==> src/rtl/fetch_unit.sv <==
// RV32I instruction fetch: owns the PC, issues word fetches, buffers {inst, pc} for decode.
// Optional FETCH_PERF_CNT_EN adds perf_fetched / perf_flushed counters.
module fetch_unit #(
  parameter logic [31:0] RESET_PC  = 32'h0000_0000,
  parameter int unsigned BUF_DEPTH = 2
) (
  input  logic        clk,
  input  logic        rst,
  output logic        imem_req_valid,
  input  logic        imem_req_ready,
  output logic [31:0] imem_req_addr,
  input  logic        imem_rsp_valid,
  input  logic [31:0] imem_rsp_data,
  input  logic        redirect_valid,
  input  logic [31:0] redirect_target,
  output logic        out_valid,
  input  logic        out_ready,
  output logic [31:0] out_inst,
  output logic [31:0] out_pc
`ifdef FETCH_PERF_CNT_EN
  ,
  output logic [31:0] perf_fetched,
  output logic [31:0] perf_flushed
`endif
);

  localparam int unsigned PW = (BUF_DEPTH > 1) ? $clog2(BUF_DEPTH) : 1;
  localparam int unsigned CW = PW + 1;

  typedef enum logic [0:0] {RUN, DRAIN} state_t;

  state_t        state, state_nxt;
  logic [31:0]   fetch_pc, fetch_pc_nxt;
  logic [CW-1:0] outstanding, outstanding_nxt;

  logic [31:0]   inflight [BUF_DEPTH];
  logic [PW-1:0] if_wr, if_rd;

  logic [31:0]   buf_inst [BUF_DEPTH];
  logic [31:0]   buf_pc   [BUF_DEPTH];
  logic [PW-1:0] b_wr, b_rd;
  logic [CW-1:0] b_cnt, b_cnt_nxt;

  logic          credit_ok, req_fire, rsp_take, rsp_keep, out_pop;

  // Credits cover both in-flight fetches and buffered entries, so the buffer can never overflow.
  assign credit_ok = ({1'b0, outstanding} + {1'b0, b_cnt}) < (CW + 1)'(BUF_DEPTH);

  assign out_valid     = (b_cnt != '0);
  assign out_inst      = buf_inst[b_rd];
  assign out_pc        = buf_pc[b_rd];
  assign imem_req_addr = fetch_pc;

  always_comb begin
    state_nxt       = state;
    fetch_pc_nxt    = fetch_pc;
    imem_req_valid  = (state == RUN) && credit_ok && !redirect_valid && !rst;
    req_fire        = imem_req_valid && imem_req_ready;
    rsp_take        = imem_rsp_valid && (outstanding != '0);
    rsp_keep        = rsp_take && (state == RUN) && !redirect_valid;
    out_pop         = out_valid && out_ready && !redirect_valid;
    outstanding_nxt = outstanding + CW'(req_fire) - CW'(rsp_take);
    b_cnt_nxt       = redirect_valid ? '0 : (b_cnt + CW'(rsp_keep) - CW'(out_pop));
    if (req_fire)
      fetch_pc_nxt = fetch_pc + 32'd4;
    if (redirect_valid)
      fetch_pc_nxt = {redirect_target[31:2], 2'b00};
    unique case (state)
      RUN:     if (redirect_valid && (outstanding_nxt != '0)) state_nxt = DRAIN;
      DRAIN:   if (outstanding_nxt == '0) state_nxt = RUN;
      default: state_nxt = RUN;
    endcase
  end

  always_ff @(posedge clk or posedge rst) begin
    if (rst) begin
      state       <= RUN;
      fetch_pc    <= RESET_PC;
      outstanding <= '0;
      if_wr       <= '0;
      if_rd       <= '0;
      b_wr        <= '0;
      b_rd        <= '0;
      b_cnt       <= '0;
      for (int unsigned i = 0; i < BUF_DEPTH; i++) begin
        inflight[i] <= '0;
        buf_inst[i] <= '0;
        buf_pc[i]   <= '0;
      end
    end else begin
      state       <= state_nxt;
      fetch_pc    <= fetch_pc_nxt;
      outstanding <= outstanding_nxt;
      b_cnt       <= b_cnt_nxt;
      if (req_fire) begin
        inflight[if_wr] <= fetch_pc;
        if_wr           <= if_wr + PW'(1);
      end
      if (rsp_take)
        if_rd <= if_rd + PW'(1);
      // A flush empties the buffer by realigning both pointers; stale entries stay in the array.
      if (redirect_valid) begin
        b_wr <= '0;
        b_rd <= '0;
      end else begin
        if (rsp_keep) begin
          buf_inst[b_wr] <= imem_rsp_data;
          buf_pc[b_wr]   <= inflight[if_rd];
          b_wr           <= b_wr + PW'(1);
        end
        if (out_pop)
          b_rd <= b_rd + PW'(1);
      end
    end
  end

`ifdef FETCH_PERF_CNT_EN
  always_ff @(posedge clk or posedge rst) begin
    if (rst) begin
      perf_fetched <= '0;
      perf_flushed <= '0;
    end else begin
      perf_fetched <= perf_fetched + 32'(out_pop);
      perf_flushed <= perf_flushed + (redirect_valid ? 32'(b_cnt) : 32'd0)
                      + 32'(rsp_take && !rsp_keep);
    end
  end
`endif

  rsp_needs_outstanding: assert property (@(posedge clk) disable iff (rst)
    imem_rsp_valid |-> (outstanding != '0));

endmodule

==> config.mk <==
export PLATFORM = sky130hd
export DESIGN_NAME = fetch_unit
export DESIGN_NICKNAME = d
export VERILOG_FILES = /design/src/rtl/fetch_unit.sv
export SDC_FILE = /design/constraint.sdc
export NUM_CORES = 1
export LEC_CHECK = 0
export BUFFER_PORTS_ARGS = -buffer_cell sky130_fd_sc_hd__clkbuf_2
export CAP_MARGIN = 20
export CORE_MARGIN = 8
export CORE_UTILIZATION = 35
export CTS_CLUSTER_SIZE = 24
export DETAILED_ROUTE_END_ITERATION = 12
export GPL_TIMING_DRIVEN = 1
export PLACE_DENSITY = 0.65
export SYNTH_ARGS = -nofsm -noshare
export SYNTH_HDL_FRONTEND = slang
export SYNTH_SLANG_ARGS = --single-unit
export TNS_END_PERCENT = 100
==> constraint.sdc <==
create_clock -name clk -period 6 [get_ports clk]
set_clock_uncertainty 0.2 [all_clocks]
set_input_delay 0.3 -clock clk [delete_from_list [all_inputs] [get_ports clk]]
set_output_delay 0.3 -clock clk [all_outputs]
set_load 0.01 [all_outputs]
==> key figures, run 1 <==
Clock tree
  – Worst skew pair latency: 0.52 ns
  – CTS tree: yes
  – Clock Tree Buf Depth: 3
  – H-tree levels: 1
  – Clk Tree Root Cell: clkbuf_16
  – Number of CTS-inserted buffers: 25
  – CTS Sinks: 223
  – Clock transition at path regs: approximately 0.060 ns

Timing
  – Fin worst setup slack: 2.333 ns
  – Slew headroom: 30.94%
  – RSZ-0062 raised after global routing: no
  – Min Tclk post-route: 3.667 ns
  – Final Cycle Share: around 61%
  – # setup viols final: 0
  – WHS: 0.03181 ns
  – Worst Tran Pin Value: 1.026 ns
  – Hold Vio Cnt, Final: 0
  – Pins Over Slew Limit: 0
  – Fmax achieved: 0.2727 GHz
  – TNS Setup: 0 ns

Synthesis
  – Cell area after synthesis: approximately 10000 um^2
  – Most common flop cell mapped by yosys: dfrtp_1
  – Synth Area in Compound Gates: 7.204%
  – Post-synthesis mux area share: 23.93%
  – Post-Synth XOR/XNOR Area: less than 1%
  – Synth top area cells: dfrtp_1 55%, mux2_2 20%, mux2i_1 3.5%
  – Synthesized area per cell: 12.06 um^2
  – Ys Warns: 0
  – Adder-Cell Fraction of Synth Area: 0.8198%
  – Largest area contributor in the netlist: dfrtp_1
  – Syn Inst Count: 835
  – Netlist cell types: 50
  – Simple-Gate Fraction of Synth Area: 9.042%
  – Synthesis-stage register bit count: 223
  – Largest family of logic cells by synthesized area: multiplexers
  – Post-synthesis sequential area ratio: between 50 and 60%
  – Asr flop ratio synth: 100.0%
  – Top cell type's share of synthesized area: 55.40%
  – Post-synth EDFFs: 0

Layout
  – # diodes: 0
  – Most frequent cells in the layout: 221 x dfrtp_1, 183 x mux2_2, 161 x clkbuf_2, 74 x nand2_1, 64 x dlygate4sd3_1
  – Fin nets: 1124
  – Commonest non-fill, non-tap cell in the layout: dfrtp_1
  – Share of cells above drive strength 1: 38.69%
  – Area grow syn2layout: 26.73%
  – Non-filler cells, final: about 1400

Detailed routing
  – Vias per inst: between 4 and 5
  – DRT Wirelength: 25.60 mm
  – First DRT Iteration DRCs: between 300 and 400
  – Detail Route Antenna Nets: 0
  – Via count: 7238
  – DRT Pass-1 Iters: 4
  – DRC errors left: 0
  – Avg WL per Cell: 17.66 um

Die
  – Row count: 62
  – Die Height: between 150 and 200 um
  – Die Width: between 150 and 200 um
  – Core ar.: 28550 um^2
  – Initial Util: 35.29%
  – I/O pins: 168
  – Die area: 34470 um^2

Critical path
  – Critical path's slowest cell: nor2_2
  – Arrival time worst endpoint: between 3 and 4 ns
  – Critical Path, Cell by Cell: and2_1 -> fa_1 -> nor4_1 -> and2_1 -> buf_4 -> inv_1 -> nor2_2 -> buf_4 -> mux2_2
  – Crit end category: flop
  – Critical path required time: 6.20 ns
  – Crit-path max FO: 23
  – Critical path's largest stage delay: about 0.46 ns
  – Critical path type: flop to flop
  – Setup crit start kind: flop

Place
  – Final Wtd Congestion: roughly 0.80
  – Port-buffer cells: 161
  – Placed cells: 1340
  – Final HPWL DP: 16.70 mm
  – Setup slack at placement: ~2.3 ns

Power
  – Clock network power share: a little over a quarter
  – Fraction of power spent switching nets: 31.50%
  – Reg power frac: 42.6%
  – Leak: about 5.9 nW
  – Tot Pwr: 0.005922 W
  – PwrDens: about 460 nW/um^2
  – Worst VDD drop: 0.2193 mV
  – Power Internal: 0.004057 W
  – Sw Pwr: 0.001865 W
  – Power share of the combinational group: 31.2%

Global route
  – First-pass GRT wire length: 41.08 mm
  – GRT overflow: 0
  – Total track usage: 14.86%
  – Initial antenna violation count: 0
  – Vias in the first global route: between 7000 and 8000
  – Largest net degree at the start of global routing: 93

Outcome
  – Status: finished clean

Job
  – Max-cap violation count: 0

Hold path
  – Tightest Hold Check Type: primary input to flop
power by group through the flow:
stage                     clock, W  sequential (W)  combinational (W)
after global routing       0.00166         0.00262            0.00205
after floorplan                  0         0.00239            0.00133
final                      0.00155         0.00252            0.00185
after detailed placement         0         0.00255            0.00183
after global placement           0         0.00252            0.00179
after CTS                  0.00160         0.00253            0.00187
cell families (layout without fill, tap and decap cells):
kind of cell	Yosys count	after routing
simple gates	191	191
xor+xnor	9	9
compound gates	121	121
mux	218	218
other cells	1	4
fa+ha+maj	6	6
flops	223	223
buf+inv	66	293
cells in the mapped netlist (6+ instances only):
master      n
dfrtp_1   223
nand4_1    10
xnor2_1     7
a221o_1     7
clkbuf_1   24
nor4_1      7
o21ai_0    52
mux2_2    183
mux2i_1    35
buf_1      13
nand2_1    75
nand3_1    13
nor3_1      9
a21oi_1    36
and2_1      6
buf_2      14
inv_1      10
nor2_1     46
state kept, by name (all words and copies together) (netlist names):
| name | flops |
|---|---|
| inflight | 60 |
| b_rd | 1 |
| if_wr | 1 |
| b_wr | 1 |
| buf_inst | 64 |
| if_rd | 1 |
| outstanding | 2 |
| b_cnt | 2 |
| buf_pc | 60 |
| imem_req_addr | 30 |
| state | 1 |
per-layer routing:
metal	track usage (%)	up-vias	share of wire, %
li1	-	3406	-
met1	20.84	3602	47
met2	23.55	202	46
met3	2.869	28	6.2
met4	3.303	0	1.4
met5	0	-	0
stage by stage:
| stage | area [um^2] | utilization, % |
|---|---|---|
| detailed placement | 11260 | 39.44 |
| finish | 12770 | 44.72 |
| global placement | 11240 | 39.37 |
| global route | 12770 | 44.72 |
| CTS | 12740 | 44.62 |
| floorplan | 10090 | - |
worst paths after layout:
kind                                     start           end  slack, ns  depth (start not counted)
worst max-delay path            outstanding[0]  inflight[37]       2.33                          9
worst max register to register  outstanding[0]  inflight[37]       2.33                          9
worst min register to register      buf_pc[10]    buf_pc[10]       0.27                          2
max in group asynchronous                  rst  buf_inst[11]       4.13                          5
worst min-delay path            imem_rsp_valid         if_rd       0.03                          3
min in group asynchronous                  rst         if_wr       0.11                          3
worst max-delay path: cells and delay by family (launching register included):
kind / cells / cell delay (ns)
flip-flops: 1 / 0.39
buffers and inverters: 3 / 0.98
AND/OR/NAND/NOR: 4 / 1.14
multiplexers: 1 / 0.39
adder cells (fa/ha/maj): 1 / 0.43
final cells by class:
class / instances / area, um^2
fillers: 2649 / 15780
repair buffers: 238 / 1577
flip-flops and latches: 223 / 5583
clock buffers: 34 / 699.4
multi-input cells: 549 / 4242
clock inverters: 10 / 140.1
inverters: 11 / 45.04
well taps: 384 / 480.5
what timing repair did:
item | 4_1_cts | 5_1_grt
hold endpoints to repair | 143 | 0
resized for setup | 0 | 0
setup endpoints to repair | 0 | 0
setup buffers | 0 | 0
hold buffers | 64 | 0
Note: power is estimated with default switching activity, not from simulation.
==> inputs of run 2 (changes only) <==
--- a/config.mk
+++ b/config.mk
@@ -12,7 +12,7 @@
 export CTS_CLUSTER_SIZE = 24
 export DETAILED_ROUTE_END_ITERATION = 12
 export GPL_TIMING_DRIVEN = 1
-export PLACE_DENSITY = 0.65
+export PLACE_DENSITY = 0.63
 export SYNTH_ARGS = -nofsm -noshare
 export SYNTH_HDL_FRONTEND = slang
 export SYNTH_SLANG_ARGS = --single-unit
==> constraint.sdc (replaced) <==
create_clock -name clk -period 3.4 [get_ports clk]
set_clock_uncertainty 0.2 [all_clocks]
set_input_delay 0.17 -clock clk [delete_from_list [all_inputs] [get_ports clk]]
set_output_delay 0.17 -clock clk [all_outputs]
set_load 0.01 [all_outputs]
==> key figures, run 2 (synthesis results as in run 1) <==
Detailed routing
  – Vias per inst: 4.905
  – DRT Pass-1 Iters: 5
  – First DRT Iteration DRCs: 446
  – Detail Route Antenna Nets: 0
  – DRC errors left: 0
  – Avg WL per Cell: 17.39 um
  – DRT Wirelength: 25.58 mm
  – Via count: between 7000 and 8000

Clock tree
  – CTS tree: yes
  – Clk Tree Root Cell: clkbuf_16
  – CTS Sinks: 223
  – Setup Buffers After CTS: 0
  – Clock transition at path regs: 0.06 ns
  – PostCTS Resize Cnt: 0
  – Cts hold-fix bufs: 79
  – H-tree levels: 1
  – Clock Tree Buf Depth: 3
  – Number of CTS-inserted buffers: 25
  – Worst skew pair latency: between 0.5 and 0.6 ns

Die
  – Die Height: 185.7 um
  – I/O pins: 168
  – Core ar.: 28550 um^2
  – Die Width: about 190 um
  – Row count: 62
  – Die area: about 34000 um^2
  – Initial Util: 35.29%

Place
  – Placed Area: approximately 11000 um^2
  – Final HPWL DP: 17.19 mm
  – Port-buffer cells: 161
  – Final Wtd Congestion: ~0.88

Layout
  – Most frequent cells in the layout: 221 x dfrtp_1, 183 x mux2_2, 161 x clkbuf_2, 79 x dlygate4sd3_1, 74 x nand2_1
  – # diodes: 0
  – Top reg by flops: buf_inst
  – Commonest non-fill, non-tap cell in the layout: dfrtp_1
  – Filler Cells Inserted: 2698
  – Fin nets: approximately 1100
  – Biggest regs: buf_inst: 64 flops, buf_pc: 60 flops, inflight: 60 flops
  – Share of cells above drive strength 1: 38.27%
  – Max reg flops: 64
  – Final instance area: 12970 um^2
  – Area grow syn2layout: 28.79%

Power
  – Tot Pwr: 0.01030 W
  – Leak: 5.999 nW
  – Worst VDD drop: between 0.2 and 0.3 mV
  – PwrDens: 794.0 nW/um^2

Timing
  – Fmax achieved: 0.3244 GHz
  – RSZ-0062 raised after global routing: no
  – # setup viols final: 0
  – Pins Over Slew Limit: 0
  – Worst Tran Pin Value: 1.010 ns
  – TNS Setup: 0 ns
  – Slew headroom: 32.64%
  – Final Cycle Share: approximately nine tenths
  – Min Tclk post-route: 3.082 ns
  – WHS: 0.07181 ns
  – Hold Vio Cnt, Final: 0

Hold path
  – Tightest Hold Check Type: primary input to asynchronous set/reset pin

Global route
  – Total track usage: between 10 and 15%
  – Initial antenna violation count: 0
  – Vias in the first global route: around 7400
  – GRT overflow: 0
  – First-pass GRT wire length: between 40 and 50 mm
  – Largest net degree at the start of global routing: 89

Critical path
  – Critical Path, Cell by Cell: and2_1 -> fa_1 -> nor4_1 -> and2_1 -> inv_1 -> ha_1 -> inv_1 -> ha_1 -> xnor2_1 -> xnor2_1 -> o22a_1
  – Critical path's slowest cell: fa_1
  – Critical path's largest stage delay: around 0.44 ns
  – Crit end category: flop
  – Worst reg2reg path startpoint: outstanding[0]
  – Critical path type: flop to flop
  – Critical path required time: 3.60 ns
  – Setup crit start kind: flop
  – Arrival time worst endpoint: 3.28 ns
  – Crit path from: outstanding[0]
  – Crit-path max FO: 17
  – R2r setup slk: 0.32 ns

Outcome
  – Status: finished clean

Job
  – Max-cap violation count: 0
-- run 2: cell types whose count changed in the layout (fill, tap and decap cells not counted), sizes merged --
cell | before | now
clkinvlp | 1 | 2
bufinv | 3 | 1
clkinv | 6 | 2
inv | 11 | 9
clkbuf | 195 | 199
buf | 13 | 23
dlygate4sd3 | 64 | 79
-- run 2: through the flow --
stage	util, %	instances	setup WS [ns]
after global routing	45.45	1471	0.1414
after floorplan	-	838	-0.9188
after detailed placement	39.99	1351	0.3422
after global placement	39.99	1351	0.3333
final	45.45	1471	0.3177
after CTS	45.45	1471	0.3278
-- run 2: metal layers --
metal	GRT usage, %	vias up	share of wire [%]
li1	-	3441	-
met1	20.77	3533	47
met2	23.49	202	44
met3	3.260	39	6.8
met4	3.207	0	1.8
met5	0	-	0
-- run 2: final cells by class --
cell class              instances  area, um^2  area share [%]
inverters                      11       45.04          0.3472
multi-input cells             549        4242           32.69
well taps                     384       480.5           3.703
repair buffers                263        1857           14.31
flip-flops and latches        223        5583           43.03
clock buffers                  38       724.4           5.584
clock inverters                 3       42.54          0.3279
-- run 2: final timing paths --
path / to / depth (start not counted)
worst min-delay path: outstanding[0] / 3
worst max-delay path: state / 11
max in group asynchronous: buf_pc[4] / 4
worst max register to register: state / 11
worst min register to register: buf_pc[17] / 2
min in group clk: imem_req_addr[18] / 6
-- run 2: critical path: cells and delay by family (launching register included) --
family          cells  cell delay, ns
simple gates        3            0.68
fa+ha+maj           3            0.99
compound gates      1            0.16
flops               1            0.38
xor+xnor            2            0.27
buf+inv             2            0.28
-- run 2: where the power goes --
part	leakage, nW	total (W)	switching, W	internal (W)
Combinational	2.79	0.00328	0.00149	0.00179
Clock	0.372	0.00254	0.00101	0.00153
Sequential	2.84	0.00448	0.000736	0.00374
